$ cat src/rtl/mem_bus_arbiter_pkg.sv
// Shared definitions for the instruction/data memory bus arbiter:
// FSM state codes, master identifiers and common constants.
package mem_bus_arbiter_pkg;

  // Arbiter FSM states
  typedef enum logic {
    ARB_IDLE = 1'b0,
    ARB_BUSY = 1'b1
  } arb_state_t;

  // Bus master identifiers: M0 = instruction fetch, M1 = load/store
  typedef enum logic {
    ARB_M0 = 1'b0,
    ARB_M1 = 1'b1
  } arb_master_t;

  localparam logic        ChipEnable  = 1'b1;
  localparam logic        WriteEnable = 1'b1;
  localparam logic [31:0] ZeroWord    = 32'h0000_0000;

endpackage

$ cat src/rtl/mem_bus_arbiter_grant_sel.sv
// Combinational winner selection for the memory bus arbiter.
// Optional feature macro: MEMARB_RR_EN (round-robin between M0 and M1);
// without it M1 has fixed priority over M0 and last_grant is ignored.
module mem_bus_arbiter_grant_sel
  import mem_bus_arbiter_pkg::*;
(
  input  logic        req0,
  input  logic        req1,
  input  arb_master_t last_grant,
  output logic        any_req,
  output arb_master_t winner
);

  assign any_req = req0 | req1;

`ifdef MEMARB_RR_EN
  // Round-robin: on contention the master that did not win last time goes next;
  // a lone requester always wins immediately.
  always_comb begin
    winner = ARB_M0;
    if (req0 && req1) begin
      winner = (last_grant == ARB_M1) ? ARB_M0 : ARB_M1;
    end else if (req1) begin
      winner = ARB_M1;
    end
  end
`else
  // Fixed priority: the memory stage always beats instruction fetch.
  logic unused_last_grant;
  assign unused_last_grant = last_grant;
  assign winner = req1 ? ARB_M1 : ARB_M0;
`endif

endmodule

$ cat src/rtl/mem_bus_arbiter.sv
// Two-master Wishbone-style bus arbiter between the IF port (M0) and the
// MEM load/store port (M1). One access at a time, one idle bubble between
// accesses, registered bus outputs, one-cycle done pulses with held read data.
// Optional feature macro: MEMARB_RR_EN (round-robin arbitration).
module mem_bus_arbiter
  import mem_bus_arbiter_pkg::*;
#(
  parameter int ADDR_W = 32,
  parameter int DATA_W = 32,
  localparam int SEL_W = DATA_W / 8
) (
  input  logic              clk,
  input  logic              rst,
  input  logic              flush_i,
  input  logic              m0_req_i,
  input  logic [ADDR_W-1:0] m0_addr_i,
  output logic              m0_done_o,
  output logic [DATA_W-1:0] m0_rdata_o,
  output logic              m0_stall_o,
  input  logic              m1_req_i,
  input  logic              m1_we_i,
  input  logic [ADDR_W-1:0] m1_addr_i,
  input  logic [SEL_W-1:0]  m1_sel_i,
  input  logic [DATA_W-1:0] m1_wdata_i,
  output logic              m1_done_o,
  output logic [DATA_W-1:0] m1_rdata_o,
  output logic              m1_stall_o,
  output logic              wb_cyc_o,
  output logic              wb_stb_o,
  output logic              wb_we_o,
  output logic [ADDR_W-1:0] wb_adr_o,
  output logic [SEL_W-1:0]  wb_sel_o,
  output logic [DATA_W-1:0] wb_dat_o,
  input  logic [DATA_W-1:0] wb_dat_i,
  input  logic              wb_ack_i
);

  localparam logic [DATA_W-1:0] ZERO_DATA = DATA_W'(ZeroWord);

  arb_state_t  state_reg, state_next;
  arb_master_t grant_reg, grant_next;
  arb_master_t last_grant_reg, last_grant_next;
  logic        drop_reg, drop_next;
  logic        cyc_reg, cyc_next;
  logic        we_reg, we_next;
  logic [ADDR_W-1:0] adr_reg, adr_next;
  logic [SEL_W-1:0]  sel_reg, sel_next;
  logic [DATA_W-1:0] dat_reg, dat_next;
  logic        m0_done_reg, m0_done_next;
  logic        m1_done_reg, m1_done_next;
  logic [DATA_W-1:0] m0_rdata_reg, m0_rdata_next;
  logic [DATA_W-1:0] m1_rdata_reg, m1_rdata_next;

  logic        any_req;
  arb_master_t winner;
  logic        discard;

  mem_bus_arbiter_grant_sel u_grant_sel (
    .req0       (m0_req_i),
    .req1       (m1_req_i),
    .last_grant (last_grant_reg),
    .any_req    (any_req),
    .winner     (winner)
  );

  // A flush arriving together with the ack cancels the result as well.
  assign discard = drop_reg | flush_i;

  // State register
  always_ff @(posedge clk) begin
    if (rst) state_reg <= ARB_IDLE;
    else     state_reg <= state_next;
  end

  // Next-state logic: grant from IDLE unless flushing, return to IDLE on ack
  always_comb begin
    state_next = state_reg;
    case (state_reg)
      ARB_IDLE: if (!flush_i && any_req) state_next = ARB_BUSY;
      ARB_BUSY: if (wb_ack_i)            state_next = ARB_IDLE;
      default:                           state_next = ARB_IDLE;
    endcase
  end

  // Output logic: next values of the registered bus signals, done pulses and read data
  always_comb begin
    grant_next      = grant_reg;
    last_grant_next = last_grant_reg;
    drop_next       = drop_reg;
    cyc_next        = cyc_reg;
    we_next         = we_reg;
    adr_next        = adr_reg;
    sel_next        = sel_reg;
    dat_next        = dat_reg;
    m0_done_next    = 1'b0;
    m1_done_next    = 1'b0;
    m0_rdata_next   = m0_rdata_reg;
    m1_rdata_next   = m1_rdata_reg;
    case (state_reg)
      ARB_IDLE: begin
        drop_next = 1'b0;
        if (!flush_i && any_req) begin
          grant_next      = winner;
          last_grant_next = winner;
          cyc_next        = ChipEnable;
          if (winner == ARB_M1) begin
            we_next  = m1_we_i;
            adr_next = m1_addr_i;
            sel_next = m1_sel_i;
            dat_next = (m1_we_i == WriteEnable) ? m1_wdata_i : ZERO_DATA;
          end else begin
            // Instruction fetch is always a full-width read
            we_next  = 1'b0;
            adr_next = m0_addr_i;
            sel_next = {SEL_W{1'b1}};
            dat_next = ZERO_DATA;
          end
        end
      end
      ARB_BUSY: begin
        if (wb_ack_i) begin
          cyc_next  = 1'b0;
          we_next   = 1'b0;
          drop_next = 1'b0;
          if (!discard) begin
            if (grant_reg == ARB_M1) begin
              m1_done_next = 1'b1;
              if (!we_reg) m1_rdata_next = wb_dat_i;
            end else begin
              m0_done_next  = 1'b1;
              m0_rdata_next = wb_dat_i;
            end
          end
        end else if (flush_i) begin
          // Bus cycle must still finish; only its result is thrown away
          drop_next = 1'b1;
        end
      end
      default: ;
    endcase
  end

  // Registered bus outputs, done pulses, read data and arbitration bookkeeping
  always_ff @(posedge clk) begin
    if (rst) begin
      grant_reg      <= ARB_M0;
      last_grant_reg <= ARB_M0;
      drop_reg       <= 1'b0;
      cyc_reg        <= 1'b0;
      we_reg         <= 1'b0;
      adr_reg        <= '0;
      sel_reg        <= '0;
      dat_reg        <= '0;
      m0_done_reg    <= 1'b0;
      m1_done_reg    <= 1'b0;
      m0_rdata_reg   <= '0;
      m1_rdata_reg   <= '0;
    end else begin
      grant_reg      <= grant_next;
      last_grant_reg <= last_grant_next;
      drop_reg       <= drop_next;
      cyc_reg        <= cyc_next;
      we_reg         <= we_next;
      adr_reg        <= adr_next;
      sel_reg        <= sel_next;
      dat_reg        <= dat_next;
      m0_done_reg    <= m0_done_next;
      m1_done_reg    <= m1_done_next;
      m0_rdata_reg   <= m0_rdata_next;
      m1_rdata_reg   <= m1_rdata_next;
    end
  end

  assign wb_cyc_o   = cyc_reg;
  assign wb_stb_o   = cyc_reg;
  assign wb_we_o    = we_reg;
  assign wb_adr_o   = adr_reg;
  assign wb_sel_o   = sel_reg;
  assign wb_dat_o   = dat_reg;
  assign m0_done_o  = m0_done_reg;
  assign m1_done_o  = m1_done_reg;
  assign m0_rdata_o = m0_rdata_reg;
  assign m1_rdata_o = m1_rdata_reg;

  // Stall a pipeline stage while its request is outstanding
  assign m0_stall_o = m0_req_i & ~m0_done_reg;
  assign m1_stall_o = m1_req_i & ~m1_done_reg;

endmodule
$ cat config.mk
export PLATFORM = sky130hd
export DESIGN_NAME = mem_bus_arbiter
export DESIGN_NICKNAME = d
export VERILOG_FILES = /design/src/rtl/mem_bus_arbiter_pkg.sv /design/src/rtl/mem_bus_arbiter_grant_sel.sv /design/src/rtl/mem_bus_arbiter.sv
export SDC_FILE = /design/constraint.sdc
export NUM_CORES = 1
export LEC_CHECK = 0
export BUFFER_PORTS_ARGS = -buffer_cell sky130_fd_sc_hd__buf_2
export CAP_MARGIN = 40
export CORE_ASPECT_RATIO = 0.9
export CORE_MARGIN = 1
export CORE_UTILIZATION = 35
export DETAILED_ROUTE_END_ITERATION = 7
export PLACE_DENSITY_LB_ADDON = 0.25
export SYNTH_ARGS = -nofsm -noshare
export SYNTH_HDL_FRONTEND = slang
export SYNTH_SLANG_ARGS = --single-unit
$ cat constraint.sdc
create_clock -name clk -period 1.5 [get_ports clk]
set_clock_uncertainty 0.05 [all_clocks]
set_input_delay 0.15 -clock clk [delete_from_list [all_inputs] [get_ports clk]]
set_output_delay 0.15 -clock clk [all_outputs]
set_load 0.05 [all_outputs]
==> reports/results.txt <==
Status -> finished, violations left
Violated checks -> negative setup slack
CTS clk-pin slew, worst paths -> 0.06 ns
Routed wl met3 -> 1.16 mm
Crit. End Element -> flop
First-pass iteration count of the detailed router -> 4
Power Dens Cells -> 1140 nW/um2
Clock network fraction of total power -> 45.0%
DRT antenna net count -> 0
Mux cell area share after synthesis -> 17.5%
Die area -> 16200 um2
Mapped Avg Cell Area -> 10.7 um2
Via-to-Cell Ratio -> 4.83
Total number of yosys warnings -> 0
Crit-path cells -> buf_6 -> or3b_4 -> nor3b_4 -> buf_6 -> buf_12 -> a22o_1
XOR/XNOR share of the synthesized area -> 0%
Min-Delay Endpoint -> wb_adr_o[20]
Fin. Hold Viols -> 0
CTS tree -> built
Fin util -> 56.7%
Worst r2r path cells -> 6
Synth Cell Area -> 5480 um2
Worst path most repeated cell -> buf_6
Largest family of logic cells by synthesized area -> multiplexers
Slowest cell on crit path -> or3b_4
DRC -> 0
GRT Overall Usage -> 19.9%
Crit-path max FO -> 16
Final WL -> 16.8 mm
R2R Path Start -> state_reg
I/O Buffers -> 277
Pin count of the biggest net entering global routing -> 67
Routed wl met2 -> 8.32 mm
Comb power frac -> 15.9%
Top sig layer -> met4
Worst Min Path Start -> m0_addr_i[20]
Count of different cell masters after synthesis -> 24
Hold Crit Class -> in2reg
Final instance area -> 8720 um2
CTS root buf -> clkbuf_16
Crit path DAT -> 1.88 ns
N_diodes -> 0
Clk_lat worst skew -> 0.40 ns
Crit path kind -> reg2reg
Via count -> 5213
Post-route minimum period -> 1.58 ns
Routed WL per cell -> 15.6 um
Slew at the pin closest to its max-slew limit -> 0.408 ns
Sw Ratio -> 27.1%
Area share of fa/ha/maj cells after synthesis -> 0%
Post-DP Area -> 7200 um2
Dpl ws -> -0.133 ns
First DRT Iteration DRCs -> 173
Vias in the first global route -> 5177
Pint -> 7.28 mW
CTS buffer count -> 17
Max cap viols -> 0
Reg-to-reg slack, setup -> -0.08 ns
Clock Sinks -> 139
RePlAce Congestion -> 0.783
Post-Synth Simple-Gate Area -> 13.9%
Boundary Pins -> 278
Hold path depth -> 3
Sequential area share after synthesis -> 50.7%
Initial core utilization -> 35.6%
Peak supply drop -> 894 uV
TNS Setup -> -1.76 ns
Setup WS post-layout -> -0.0766 ns
CP peak stage delay -> 0.39 ns
Post-DP HPWL -> 10.5 mm
Core ar. -> 15400 um2
First-pass GRT wire length -> 25.4 mm
Final worst-path cycle share -> 105%
Die width -> 134 um
Worst Path Required -> 1.80 ns
Syn Nets -> 651
Commonest non-fill, non-tap cells in the layout -> 276 x buf_2, 136 x dfxtp_1, 97 x nand2b_1
Fill cell count -> 1367
Synthesis-to-finish area growth -> 59.0%
Placement row count -> 43
Setup violations, final -> 45
R2r endpoint -> wb_dat_o[31]
H-tree depth -> 4
Final Max Slew Viols -> 0
Multi-input gate area -> 2500 um2
GRT overflow -> 0
Sequential Power Share -> 39.1%
Psw -> 2.71 mW
Die Y -> 121 um
Area taken by flip-flops and latches -> 2790 um2
Leakage -> 4.25 nW
Layout cell share with drive strength beyond 1 -> 40.5%
CP Launch Type -> flop
Max Root-Sink Buffers -> 2
Compound-Gate Fraction of Synth Area -> 13.5%
Initial antenna violation count -> 0
Fmax -> 634 MHz
Met1 WL -> 7.08 mm
Unrepaired setup endpoints after global routing -> yes
Post-Synthesis Cells -> 512
Number of synthesized register bits -> 139
Max_slew headroom -> 72.8%
Commonest non-fill, non-tap cell in the layout -> buf_2
Pwr Total -> 9.98 mW
Total Nets Final -> 1004
## cell usage after synthesis
master	instances	area, um2
nor3_1	7	35.0
nor4_2	1	12.5
a211oi_1	32	240
o311ai_0	1	8.76
or2_2	1	6.26
nand2b_1	97	607
a22o_1	32	280
dfxtp_1	139	2780
clkbuf_1	24	90.1
buf_2	8	40.0
nor2_1	7	26.3
inv_1	1	3.75
buf_4	2	15.0
buf_6	6	67.6
a21o_1	1	7.51
buf_1	5	18.8
nand3_1	1	5.00
mux2i_1	96	961
or3b_1	1	8.76
nor2b_1	3	18.8
a21oi_1	41	205
nor3b_4	1	18.8
or4b_1	1	10.0
nand2_1	4	15.0
## critical path, delay by kind of cell, from the launching register on
kind	cells	cell delay, ns
AND/OR/NAND/NOR	2	0.57
AO/OA/AOI/OAI	1	0.16
flip-flops	1	0.33
buffers and inverters	3	0.41
## metrics by stage
step           instances  hold WS (ns)
2_1_floorplan        512         0.233
3_3_place_gp         970         0.317
3_5_place_dp         970         0.327
4_1_cts             1075       0.00545
5_1_grt             1080        0.0186
6_report            1080        0.0250
## metal layers
layer	global-route usage (%)	vias to the layer above
met1	23.0	2449
met5	0	-
li1	-	2515
met3	6.67	26
met4	6.46	0
met2	34.5	223
## power groups by stage
stage	Sequential [mW]	Clock [mW]	Combinational, mW
3_5_place_dp	3.98	0	1.41
3_3_place_gp	3.98	0	1.39
5_1_grt	3.92	4.78	1.68
2_1_floorplan	4.44	0	0.461
6_report	3.90	4.50	1.58
4_1_cts	3.90	4.61	1.57
## worst max-delay path by stage
stage               cells past startpoint      start  slack, ns        endpoint
floorplan                               5  state_reg     0.0009  m1_rdata_o[10]
global placement                        4  grant_reg      -0.12   m1_rdata_o[0]
detailed placement                      4   drop_reg      -0.13  m1_rdata_o[31]
CTS                                     6  state_reg      -0.06    wb_dat_o[22]
global route                            6  state_reg      -0.12     wb_dat_o[3]
finish                                  6  state_reg      -0.08    wb_dat_o[31]
## timing repair
action,CTS,global route
hold buffers,70,0
pin swaps,2,1
gates cloned,2,4
gates resized for setup,7,7
setup endpoints to repair,64,77
setup buffers,1,1
hold endpoints to repair,101,0
## layout make-up
| cell class | count | area share [%] |
|---|---|---|
| clock buffer | 17 | 4.88 |
| timing repair buffer | 379 | 29.1 |
| inverter | 1 | 0.0430 |
| multi-input combinational | 327 | 28.7 |
| tap | 202 | 2.90 |
| clock inverter | 15 | 2.40 |
| sequential | 139 | 32.0 |
## logic make-up after synthesis
logic type,count (synthesis)
AND/OR/NAND/NOR,124
multiplexers,96
AO/OA/AOI/OAI,107
flip-flops,139
buffers and inverters,46
(Power assumes the default switching activity.)
